**config.mk**
```make
export PLATFORM = sky130hd
export DESIGN_NAME = pc_sequencer
export DESIGN_NICKNAME = d
export VERILOG_FILES = /design/src/rtl/pc_sequencer.sv
export SDC_FILE = /design/constraint.sdc
export NUM_CORES = 1
export LEC_CHECK = 0
export ABC_AREA = 1
export CORE_UTILIZATION = 33
export DETAILED_ROUTE_END_ITERATION = 12
export GPL_ROUTABILITY_DRIVEN = 0
export HOLD_SLACK_MARGIN = 0.02
export PLACE_DENSITY = 0.65
export SYNTH_ARGS = -nofsm -noshare
export SYNTH_HDL_FRONTEND = slang
export SYNTH_SLANG_ARGS = --single-unit
```
**constraint.sdc**
```tcl
create_clock -name clk -period 9.1 [get_ports clk]
set_input_delay 1.82 -clock clk [delete_from_list [all_inputs] [get_ports clk]]
set_output_delay 1.82 -clock clk [all_outputs]
set_load 0.02 [all_outputs]
```
**src/rtl/pc_sequencer.sv**
```systemverilog
// Program counter sequencer: stall/ret/call/jump/branch/sequential.
// Return-address stack is built only when PC_SEQ_RAS_EN is defined.
module pc_sequencer #(
    parameter int unsigned      WIDTH     = 32,
    parameter logic [WIDTH-1:0] STEP      = 1,
    parameter logic [WIDTH-1:0] RESET_VEC = 0,
    parameter int unsigned      RAS_DEPTH = 4
) (
    input  logic             clk,
    input  logic             rst,
    input  logic             stall,
    input  logic             jump,
    input  logic             branch,
    input  logic             call,
    input  logic             ret,
    input  logic [WIDTH-1:0] target,
    input  logic [WIDTH-1:0] offset,
    output logic [WIDTH-1:0] pc,
    output logic [WIDTH-1:0] pc_next,
    output logic             ras_full,
    output logic             ras_empty,
    output logic             ras_err
);

    logic [WIDTH-1:0] seq;
    logic [WIDTH-1:0] ras_top;
    logic ret_en;
    logic do_stall;
    logic do_ret;
    logic do_call;
    logic do_jump;
    logic do_branch;

    assign seq = pc + STEP;

    // Priority resolved up front so the decoder below sees one-hot selects
    assign do_stall  = stall;
    assign do_ret    = ret_en & ~stall;
    assign do_call   = call & ~stall & ~ret_en;
    assign do_jump   = jump & ~stall & ~ret_en & ~call;
    assign do_branch = branch & ~stall & ~ret_en & ~call & ~jump;

    always_comb begin
        pc_next = seq;
        unique case (1'b1)
            do_stall:  pc_next = pc;
            do_ret:    pc_next = ras_empty ? seq : ras_top;
            do_call:   pc_next = target;
            do_jump:   pc_next = target;
            do_branch: pc_next = pc + offset;
            default:   pc_next = seq;
        endcase
    end

    always_ff @(posedge clk or posedge rst) begin
        if (rst) begin
            pc <= RESET_VEC;
        end else begin
            pc <= pc_next;
        end
    end

`ifdef PC_SEQ_RAS_EN
    localparam int CW = $clog2(RAS_DEPTH + 1);
    localparam int AW = $clog2(RAS_DEPTH);

    logic [WIDTH-1:0] stack [RAS_DEPTH];
    logic [CW-1:0] count;
    logic err;
    logic push;
    logic pop;

    assign ret_en    = ret;
    assign ras_full  = count == CW'(RAS_DEPTH);
    assign ras_empty = count == '0;
    assign ras_err   = err;
    assign ras_top   = stack[AW'(count - CW'(1))];
    assign push      = do_call & ~ras_full;
    assign pop       = do_ret & ~ras_empty;

    always_ff @(posedge clk or posedge rst) begin
        if (rst) begin
            count <= '0;
            err   <= 1'b0;
        end else begin
            if (push) begin
                count <= count + CW'(1);
            end else if (pop) begin
                count <= count - CW'(1);
            end
            if ((do_call & ras_full) | (do_ret & ras_empty)) begin
                err <= 1'b1;
            end
        end
    end

    // Entries are left stale on reset; occupancy alone defines validity
    always_ff @(posedge clk) begin
        if (push) begin
            stack[AW'(count)] <= seq;
        end
    end
`else
    logic unused_ras;

    assign ret_en     = 1'b0;
    assign ras_top    = '0;
    assign ras_full   = 1'b0;
    assign ras_empty  = 1'b1;
    assign ras_err    = 1'b0;
    assign unused_ras = ret | (RAS_DEPTH > 16);
`endif

endmodule

```
## Yosys cells after proc, flatten, opt, wreduce, memory -nomap -nowiden

Cells that the tools add are included.

- Divide/modulo/power cells: 0
- Multiply operators: 0
- Reductions and logical operators: 1
- Mux-type cells: 1
- Bitwise operators: 9
- $lt $le $gt $ge: 0
- Shifts and indexed selects: 0
- Equal/unequal tests: 0
- Add/sub/neg operators: 2

Operators with widths:

| operator | number |
|---|---|
| one-hot mux 32 bit (3 select lines) | 1 |
| adder 32 x 1 -> 32 bit (second input constant) | 1 |
| adder 32 bit | 1 |
| bitwise AND 1 bit | 6 |
| NOT 1 bit | 3 |
| OR reduction 2 bit | 1 |

- Word-level logic and storage cells: 14
- Output and inout port bits: 67
- Bits in writable memories: 0
- Register bits: 32
- Memories: 0
- ROM bits: 0
- Latch bits: 0

## Logic depth before layout (Yosys ltp)

Gate-level depths: netlist of run 1.

- Depth after elaboration: 5
- Mapped depth: 19

## Worst setup path before layout of run 1

OpenSTA, ideal clock, no wires.

- Path kind: input to output
- Start: input jump
- End: output pc_next[8]
- Slack: 3.069 ns
- Stages: 13
- Data arrival time: 4.211 ns
- Buffers on the path: 1
- Path through: nor2_1 nand2_2 inv_1 buf_4 nand2_1 or2_2 ha_1 fa_1 nand3_1 nand3_1 a21oi_1 xor2_1 o211ai_1

- Word-level cells in the longest chain between the ends: 4

Ends and longest elaborated chain:

| item | line | text |
|---|---|---|
| start, declared | 12 | `input logic jump,` |
| bitwise AND 1 bit (2 in a row) | 40 | `assign do_jump = jump & ~stall & ~ret_en & ~call;` |
| OR reduction 2 bit (no source line) | - |  |
| one-hot mux 32 bit (3 select lines) (*) | 45 | `unique case (1'b1)` |
| end, declared | 19 | `output logic [WIDTH-1:0] pc_next,` |

Every way passes the cells marked *; elsewhere a longest branch is shown, timed or not.

## Worst setup path after layout of run 1

- Start: input stall
- End: output pc_next[16]

- Word-level cells in the longest chain between the ends: 5

Ends and longest elaborated chain:

| item | line | text |
|---|---|---|
| start, declared | 11 | `input logic stall,` |
| NOT 1 bit | 39, 40, 41 |  |
| bitwise AND 1 bit, on equally long branches (2 in a row) | 41, 40 |  |
| bitwise AND 1 bit / OR reduction 2 bit (equally long branches) | - |  |
| one-hot mux 32 bit (3 select lines) (*) | 45 |  |

Marks and branches as above.

==> results of run 1 <==
routing by layer:
layer / global-route usage, % / up-vias / share of wire, % / routed length (um)
met1: 28.4 / 1946 / 51 / 6330
met3: 3.60 / 6 / 5.3 / 659
li1: - / 2480 / - / -
met4: 3.38 / 0 / 0.78 / 97
met2: 32.8 / 113 / 43 / 5410
met5: 0 / - / 0 / 0
path summary, 6_finish.rpt:
| kind | from | endpoint |
|---|---|---|
| worst max-delay path | stall | pc_next[16] |
| worst min-delay path | pc[9]$_DFF_PP0_ | pc[9]$_DFF_PP0_ |
| worst max register to register | pc[0]$_DFF_PP0_ | pc[28]$_DFF_PP0_ |
| worst min register to register | pc[9]$_DFF_PP0_ | pc[9]$_DFF_PP0_ |
| max in group asynchronous | rst | pc[11]$_DFF_PP0_ |
| min in group asynchronous | rst | pc[28]$_DFF_PP0_ |
area by class of cell:
class | count | area (sq um) | share of cell area (%)
flip-flops and latches | 32 | 801 | 13.8
well taps | 168 | 210 | 3.63
inverters | 158 | 593 | 10.3
clock buffers | 5 | 125 | 2.16
multi-input cells | 527 | 2690 | 46.5
repair buffers | 138 | 1370 | 23.7
placed cells by master (no fill, tap or decap):
cell type        netlist  routed
o21bai_2               1       1
o21ai_0               11      11
a22o_1                14      14
nor2_2                10      11
conb_1                 2       3
nand3_2                7       7
o21bai_1               3       3
nand3_1               55      55
inv_2                  5       5
clkbuf_16              0       5
a21oi_1               30      30
nand3b_1               2       2
nand4_1                4       4
nor3_2                 1       1
fa_1                   1       1
nor3_4                 1       1
inv_1                153     153
or2_2                  1       1
nand2_1              253     253
o211ai_1               3       3
xnor2_1                2       2
ha_1                  31      31
xor2_1                 1       1
a21oi_2                2       2
nand2_2               23      23
buf_4                  5       5
o21ai_1                2       2
clkdlybuf4s50_1        0     133
dfrtp_1               32      32
nor3_1                 2       2
nor2_1                63      62
a21o_1                 1       1
power breakdown:
part / total, mW / leakage (nW) / internal (mW) / switching [mW]
logic: 0.292 / 2.80 / 0.133 / 0.158
registers: 0.177 / 0.394 / 0.160 / 0.0166
clock network: 0.159 / 0.0616 / 0.0967 / 0.0619
total: 0.627 / 3.25 / 0.391 / 0.237
tightest hold or removal path: stages (launching register included):
cell	delay, ps
dfrtp_1	370
nand2_1	60
nand3_1	90
metrics by stage:
| step | instances | utilization, % | hold WS (ps) | worst slack [ps] | instance area (sq um) |
|---|---|---|---|---|---|
| 6_report | 1028 | 47.6 | 561 | 1770 | 5790 |
| 4_1_cts | 1028 | 47.6 | 567 | 1750 | 5790 |
| 3_5_place_dp | 1023 | 46.5 | 555 | 1760 | 5660 |
| 5_1_grt | 1028 | 47.6 | 592 | 1480 | 5790 |
| 2_1_floorplan | 732 | - | 796 | 3070 | 4160 |
| 3_3_place_gp | 1023 | 46.5 | 548 | 1760 | 5660 |
cell usage after synthesis, drive strengths merged:
master / number / area [sq um]
nand3: 62 / 345
nand2: 276 / 1090
a21oi: 32 / 168
dfrtp: 32 / 801
a22o: 14 / 123
inv: 158 / 593
xnor2: 2 / 17.5
a21o: 1 / 7.51
or2: 1 / 6.26
o21bai: 4 / 33.8
nand3b: 2 / 15.0
nand4: 4 / 25.0
ha: 31 / 388
clkbuf: 3 / 11.3
fa: 1 / 20.0
nor2: 73 / 299
buf: 12 / 72.6
nor3: 4 / 36.3
o211ai: 3 / 22.5
conb: 2 / 7.51
xor2: 1 / 8.76
o21ai: 13 / 65.1
cells by family after synthesis:
| kind of cell | after synthesis | share of synthesized area [%] |
|---|---|---|
| xor+xnor | 3 | 0.632 |
| compound gates | 67 | 10.1 |
| simple gates | 422 | 43.8 |
| fa+ha+maj | 32 | 9.81 |
| flops | 32 | 19.3 |
| other cells | 2 | 0.181 |
| buf+inv | 173 | 16.3 |
==> summary.md, run 1 <==
| Metric | Value |
|---|---|
| Gate Count Post-Synth | 731 |
| CTS root buf | clkbuf_16 |
| Max reg flops | 32 |
| Min cycle time layout | 7330 ps |
| Leak | 3.25 nW |
| Syn-to-layout area delta | 39.1% |
| CP Class | in2out |
| Max clock buf depth | 2 |
| Critical Path Start Type | primary input |
| Worst-skew pair later-pin latency | 280 ps |
| GR Overflow Total | 0 |
| Endpoints failing hold | 0 |
| Die Height | about 110 um |
| Max Fclk | between 0.1 and 0.15 GHz |
| CTS tree | done |
| Post-CTS Hold Buffers | 0 |
| I/O pin cnt | ~140 |
| Cell variety after synth | 32 |
| Vias post-DR | 4545 |
| Worst-path fanout max | 30 |
| # H-tree levels | 2 |
| Slew Limit Fails | 0 |
| Vias in the first global route | 4350 |
| Yosys reg bits | 32 |
| First-pass GRT wire length | 21000 um |
| 1st-iter DRT viols | 195 |
| Vias per inst | approximately 4.4 |
| DRC Markers | 0 |
| RSZ-0062 raised after global routing | no |
| PostCTS Resize Cnt | 0 |
| Chip width | 114 um |
| Hold depth | 2 |
| Largest net degree at the start of global routing | 33 |
| Arr. time, crit path | 5510 ps |
| Starting Density | between 30 and 40% |
| Wirelength per Cell | 12.2 um |
| Final ANT Viol Nets | 0 |
| Max Cap Violations | 0 |
| Max transition margin | about 63% |
| Setup TNS | 0 ps |
| CP required | 7280 ps |
| Layout Skew | 4.60 ps |
| Antenna cells | 0 |
| Mapped cell area | about 0.0042 sq mm |
| Crit path depth | 16 |
| CP Capture Type | primary output |
| Number of cell rows | 40 |
| Share of cells above drive strength 1 | between 7 and 8% |
| Pwr/cell area | 108 mW/mm^2 |
| Hold Path Class | reg2reg |
| Port bufs | 133 |
| Top reg by flops | pc |
| Delay of the slowest critical-path stage | 620 ps |
| Status | finished, final reports clean |
| Final #Nets | 965 |
| Worst path top cell family by delay | buffers and inverters |
| Initial antenna violation count | 0 |
| Final setup viols | 0 |
| DP HPWL | 10100 um |
| Reg2Reg Depth | 10 |
| Register area share after synthesis | between 10% and 20% |
| Flop-to-flop setup slack | about 6800 ps |
| Total CTS buffers | 5 |
| Final period util | between 80% and 90% |
| Top Registers | pc (32) |
| Most used cell, CP | nand2_1 |
| Crit-path cells | clkdlybuf4s50_1 -> inv_1 -> nand2_2 -> inv_1 -> nand2_1 -> buf_4 -> nor2_1 -> fa_1 -> nand3_1 -> nand3_1 -> a21oi_1 -> o21ai_1 -> nand2_1 -> nand2_1 -> o21bai_2 -> clkdlybuf4s50_1 |
| Syn avg cell area | 5.69 sq um |
| Clock sink total | 32 |
| First-pass DRT Iterations | 5 |
| Slowest CP cell | clkdlybuf4s50_1 |
| Total power | 0.627 mW |
| Core area | 0.0122 sq mm |
| Yosys warnings | 0 |
| Die area | between 0.01 and 0.015 sq mm |
| # Post-CTS Setup Buffers | 0 |
| Total track usage | 20.2% |
| Drt total wl | around 13000 um |
| VDD IR max | 0.0550 mV |
| Worst-path clk slew | 50 ps |
| Worst-Margin Slew | ~550 ps |
| Worst Path Buf+Inv | 5 |
| Fillers | 1297 |
No activity file was read; power rests on OpenSTA's default activity.
==> run 2: changes to the inputs <==
--- a/config.mk
+++ b/config.mk
@@ -10,7 +10,7 @@
 export DETAILED_ROUTE_END_ITERATION = 12
 export GPL_ROUTABILITY_DRIVEN = 0
 export HOLD_SLACK_MARGIN = 0.02
-export PLACE_DENSITY = 0.65
+export PLACE_DENSITY = 0.67
 export SYNTH_ARGS = -nofsm -noshare
 export SYNTH_HDL_FRONTEND = slang
 export SYNTH_SLANG_ARGS = --single-unit
==> constraint.sdc (replaced) <==
create_clock -name clk -period 6 [get_ports clk]
set_input_delay 1.2 -clock clk [delete_from_list [all_inputs] [get_ports clk]]
set_output_delay 1.2 -clock clk [all_outputs]
set_load 0.02 [all_outputs]
==> run 2 against run 1 <==
  * Utilization increased by 0.43 points
  * Clock skew hardly changed
  * Cell count increased by 0.58%
  * Sequential share of layout area is 0.12 points lower
  * Largest cell class unchanged
==> summary.md, run 2 (synthesis gave the netlist of run 1 again) <==
| Metric | Value |
|---|---|
| Critical Path Start Type | primary input |
| Final setup margin | 217 ps |
| Number of cell rows | 40 |
| Delay of the slowest critical-path stage | approximately 630 ps |
| Leak | ~3.3 nW |
| Logic pwr share | 45.3% |
| Total power | 0.979 mW |
| Clock power frac | 27.3% |
| Final period util | between 90% and 100% |
| Met1 usage | 28.0% |
| Drt total wl | 12500 um |
| Post-CTS Hold Buffers | 0 |
| First-pass GRT wire length | 20800 um |
| VDD IR max | about 0.092 mV |
| Layout Skew | ~5 ps |
| Commonest non-fill, non-tap cell in the layout | nand2_1 |
| RSZ-0062 raised after global routing | no |
| Most used cell, CP | nand2_1 |
| Worst-path clk slew | 60 ps |
| Starting Density | 34.2% |
| Top Usage Layer GRT | met2 |
| Status | finished, final reports clean |
| Total track usage | 19.9% |
| Final #Nets | 968 |
| Max Fclk | 0.173 GHz |
| # H-tree levels | 2 |
| Crit-path cells | clkdlybuf4s50_1 -> inv_1 -> nand2_2 -> inv_1 -> nand2_1 -> or2_2 -> ha_1 -> fa_1 -> nand3_1 -> nand3_1 -> a21oi_1 -> o21ai_1 -> nand2_1 -> nand2_1 -> o21bai_2 -> clkdlybuf4s50_1 |
| Fin Hold WS | 564 ps |
| Worst-skew pair later-pin latency | 280 ps |
| Arr. time, crit path | 4580 ps |
| GR Overflow Total | 0 |
| Final Non-Filler Cells | 1034 |
| CTS tree | done |
| Pwr/cell area | roughly 170 mW/mm^2 |
| Switching Share | 37.4% |
| Clock sink total | 32 |
| Min cycle time layout | ~5800 ps |
| CP Capture Type | primary output |
| Endpoints failing hold | 0 |
| Port bufs | 133 |
| Met3 Use GR | 2.86% |
| Setup TNS | 0 ps |
| Hold Path Origin | pc[9]$_DFF_PP0_ |
| Max Cap Violations | 0 |
| Syn-to-layout area delta | 40.4% |
| Antenna cells | 0 |
| Reg2Reg Depth | 8 |
| Max clock buf depth | 2 |
| 1st-iter DRT viols | 239 |
| First-pass DRT Iterations | 8 |
| Top Registers | pc (32) |
| Sequential Power Share | 27.4% |
| Top reg by flops | pc |
| Slowest CP cell | clkdlybuf4s50_1 |
| Initial antenna violation count | 0 |
| Met2 Track Usage GR | ~32% |
| WHS Endpoint | pc[9]$_DFF_PP0_ |
| Post-Place Setup Slack | between 200 and 250 ps |
| Vias per inst | 4.47 |
| Vias post-DR | 4626 |
| Share of cells above drive strength 1 | 7.74% |
| Hold Path Class | reg2reg |
| I/O pin cnt | 138 |
| Fillers | around 1300 |
| Int Pwr | around 0.61 mW |
| Core area | 0.0122 sq mm |
| DRC Markers | 0 |
| Psw | approximately 0.37 mW |
| Area after DPL | between 0.005 and 0.006 sq mm |
| RR Startpoint | pc[0]$_DFF_PP0_ |
| Final Util | 48.0% |
| Placed Cells | 1026 |
| Die Height | 114 um |
| Final instance area | between 0.005 and 0.006 sq mm |
| Chip width | 114 um |
| Wirelength per Cell | 12.1 um |
| RR Endpoint | pc[16]$_DFF_PP0_ |
| Leading cell types in the layout, fill and taps excluded | nand2_1 (253), inv_1 (153), clkdlybuf4s50_1 (132), nor2_1 (61), nand3_1 (55) |
| Final ANT Viol Nets | 0 |
| Die area | 0.0131 sq mm |
| Flop-to-flop setup slack | 3810 ps |
| Slew Limit Fails | 0 |
| CP required | around 4800 ps |
| Hold depth | 2 |
| Total CTS buffers | 5 |
| Max reg flops | 32 |
| DP HPWL | 9970 um |
| Worst-path fanout max | 4 |
| Final setup viols | 0 |
| Largest net degree at the start of global routing | 33 |
| CP Class | in2out |
| # Post-CTS Setup Buffers | 0 |
| CTS root buf | clkbuf_16 |
| Vias in the first global route | 4384 |
run 2: critical path, delay by kind of cell:
| kind | cells | cell delay, ps |
|---|---|---|
| compound gates | 3 | 630 |
| fa+ha+maj | 2 | 630 |
| buf+inv | 4 | 1290 |
| simple gates | 7 | 840 |
run 2: repair_timing:
item,4_1_cts,5_1_grt
endpoints found under the hold margin,0,0
resized for setup,0,3
setup endpoints to repair,0,4
run 2: routing by layer:
layer	share of wire, %	up-vias
li1	-	2501
met1	50	1971
met2	43	143
met3	6.1	11
met4	1.3	0
met5	0	-
run 2: area by class of cell:
class | instances | area (sq um) | share of cell area [%]
multi-input combinational | 527 | 2690 | 46.1
timing repair buffer | 141 | 1400 | 23.9
sequential | 32 | 801 | 13.7
tap | 168 | 210 | 3.60
inverter | 158 | 593 | 10.2
clock buffer | 8 | 146 | 2.51
run 2: worst max path at each step:
stage	start	to	slack, ps	depth (start not counted)
3_3_place_gp	jump	pc_next[16]	220	16
6_report	stall	pc_next[16]	220	16
4_1_cts	jump	pc_next[16]	200	16
2_1_floorplan	jump	pc_next[8]	1210	13
3_5_place_dp	jump	pc_next[16]	210	16
5_1_grt	jump	pc_next[16]	4	16
run 2: power groups by stage:
| stage | clock, mW | combinational (mW) | sequential, mW |
|---|---|---|---|
| 5_1_grt | 0.283 | 0.485 | 0.273 |
| 3_3_place_gp | 0 | 0.443 | 0.272 |
| 6_report | 0.267 | 0.444 | 0.269 |
| 3_5_place_dp | 0 | 0.444 | 0.273 |
| 2_1_floorplan | 0 | 0.216 | 0.302 |
| 4_1_cts | 0.274 | 0.447 | 0.269 |
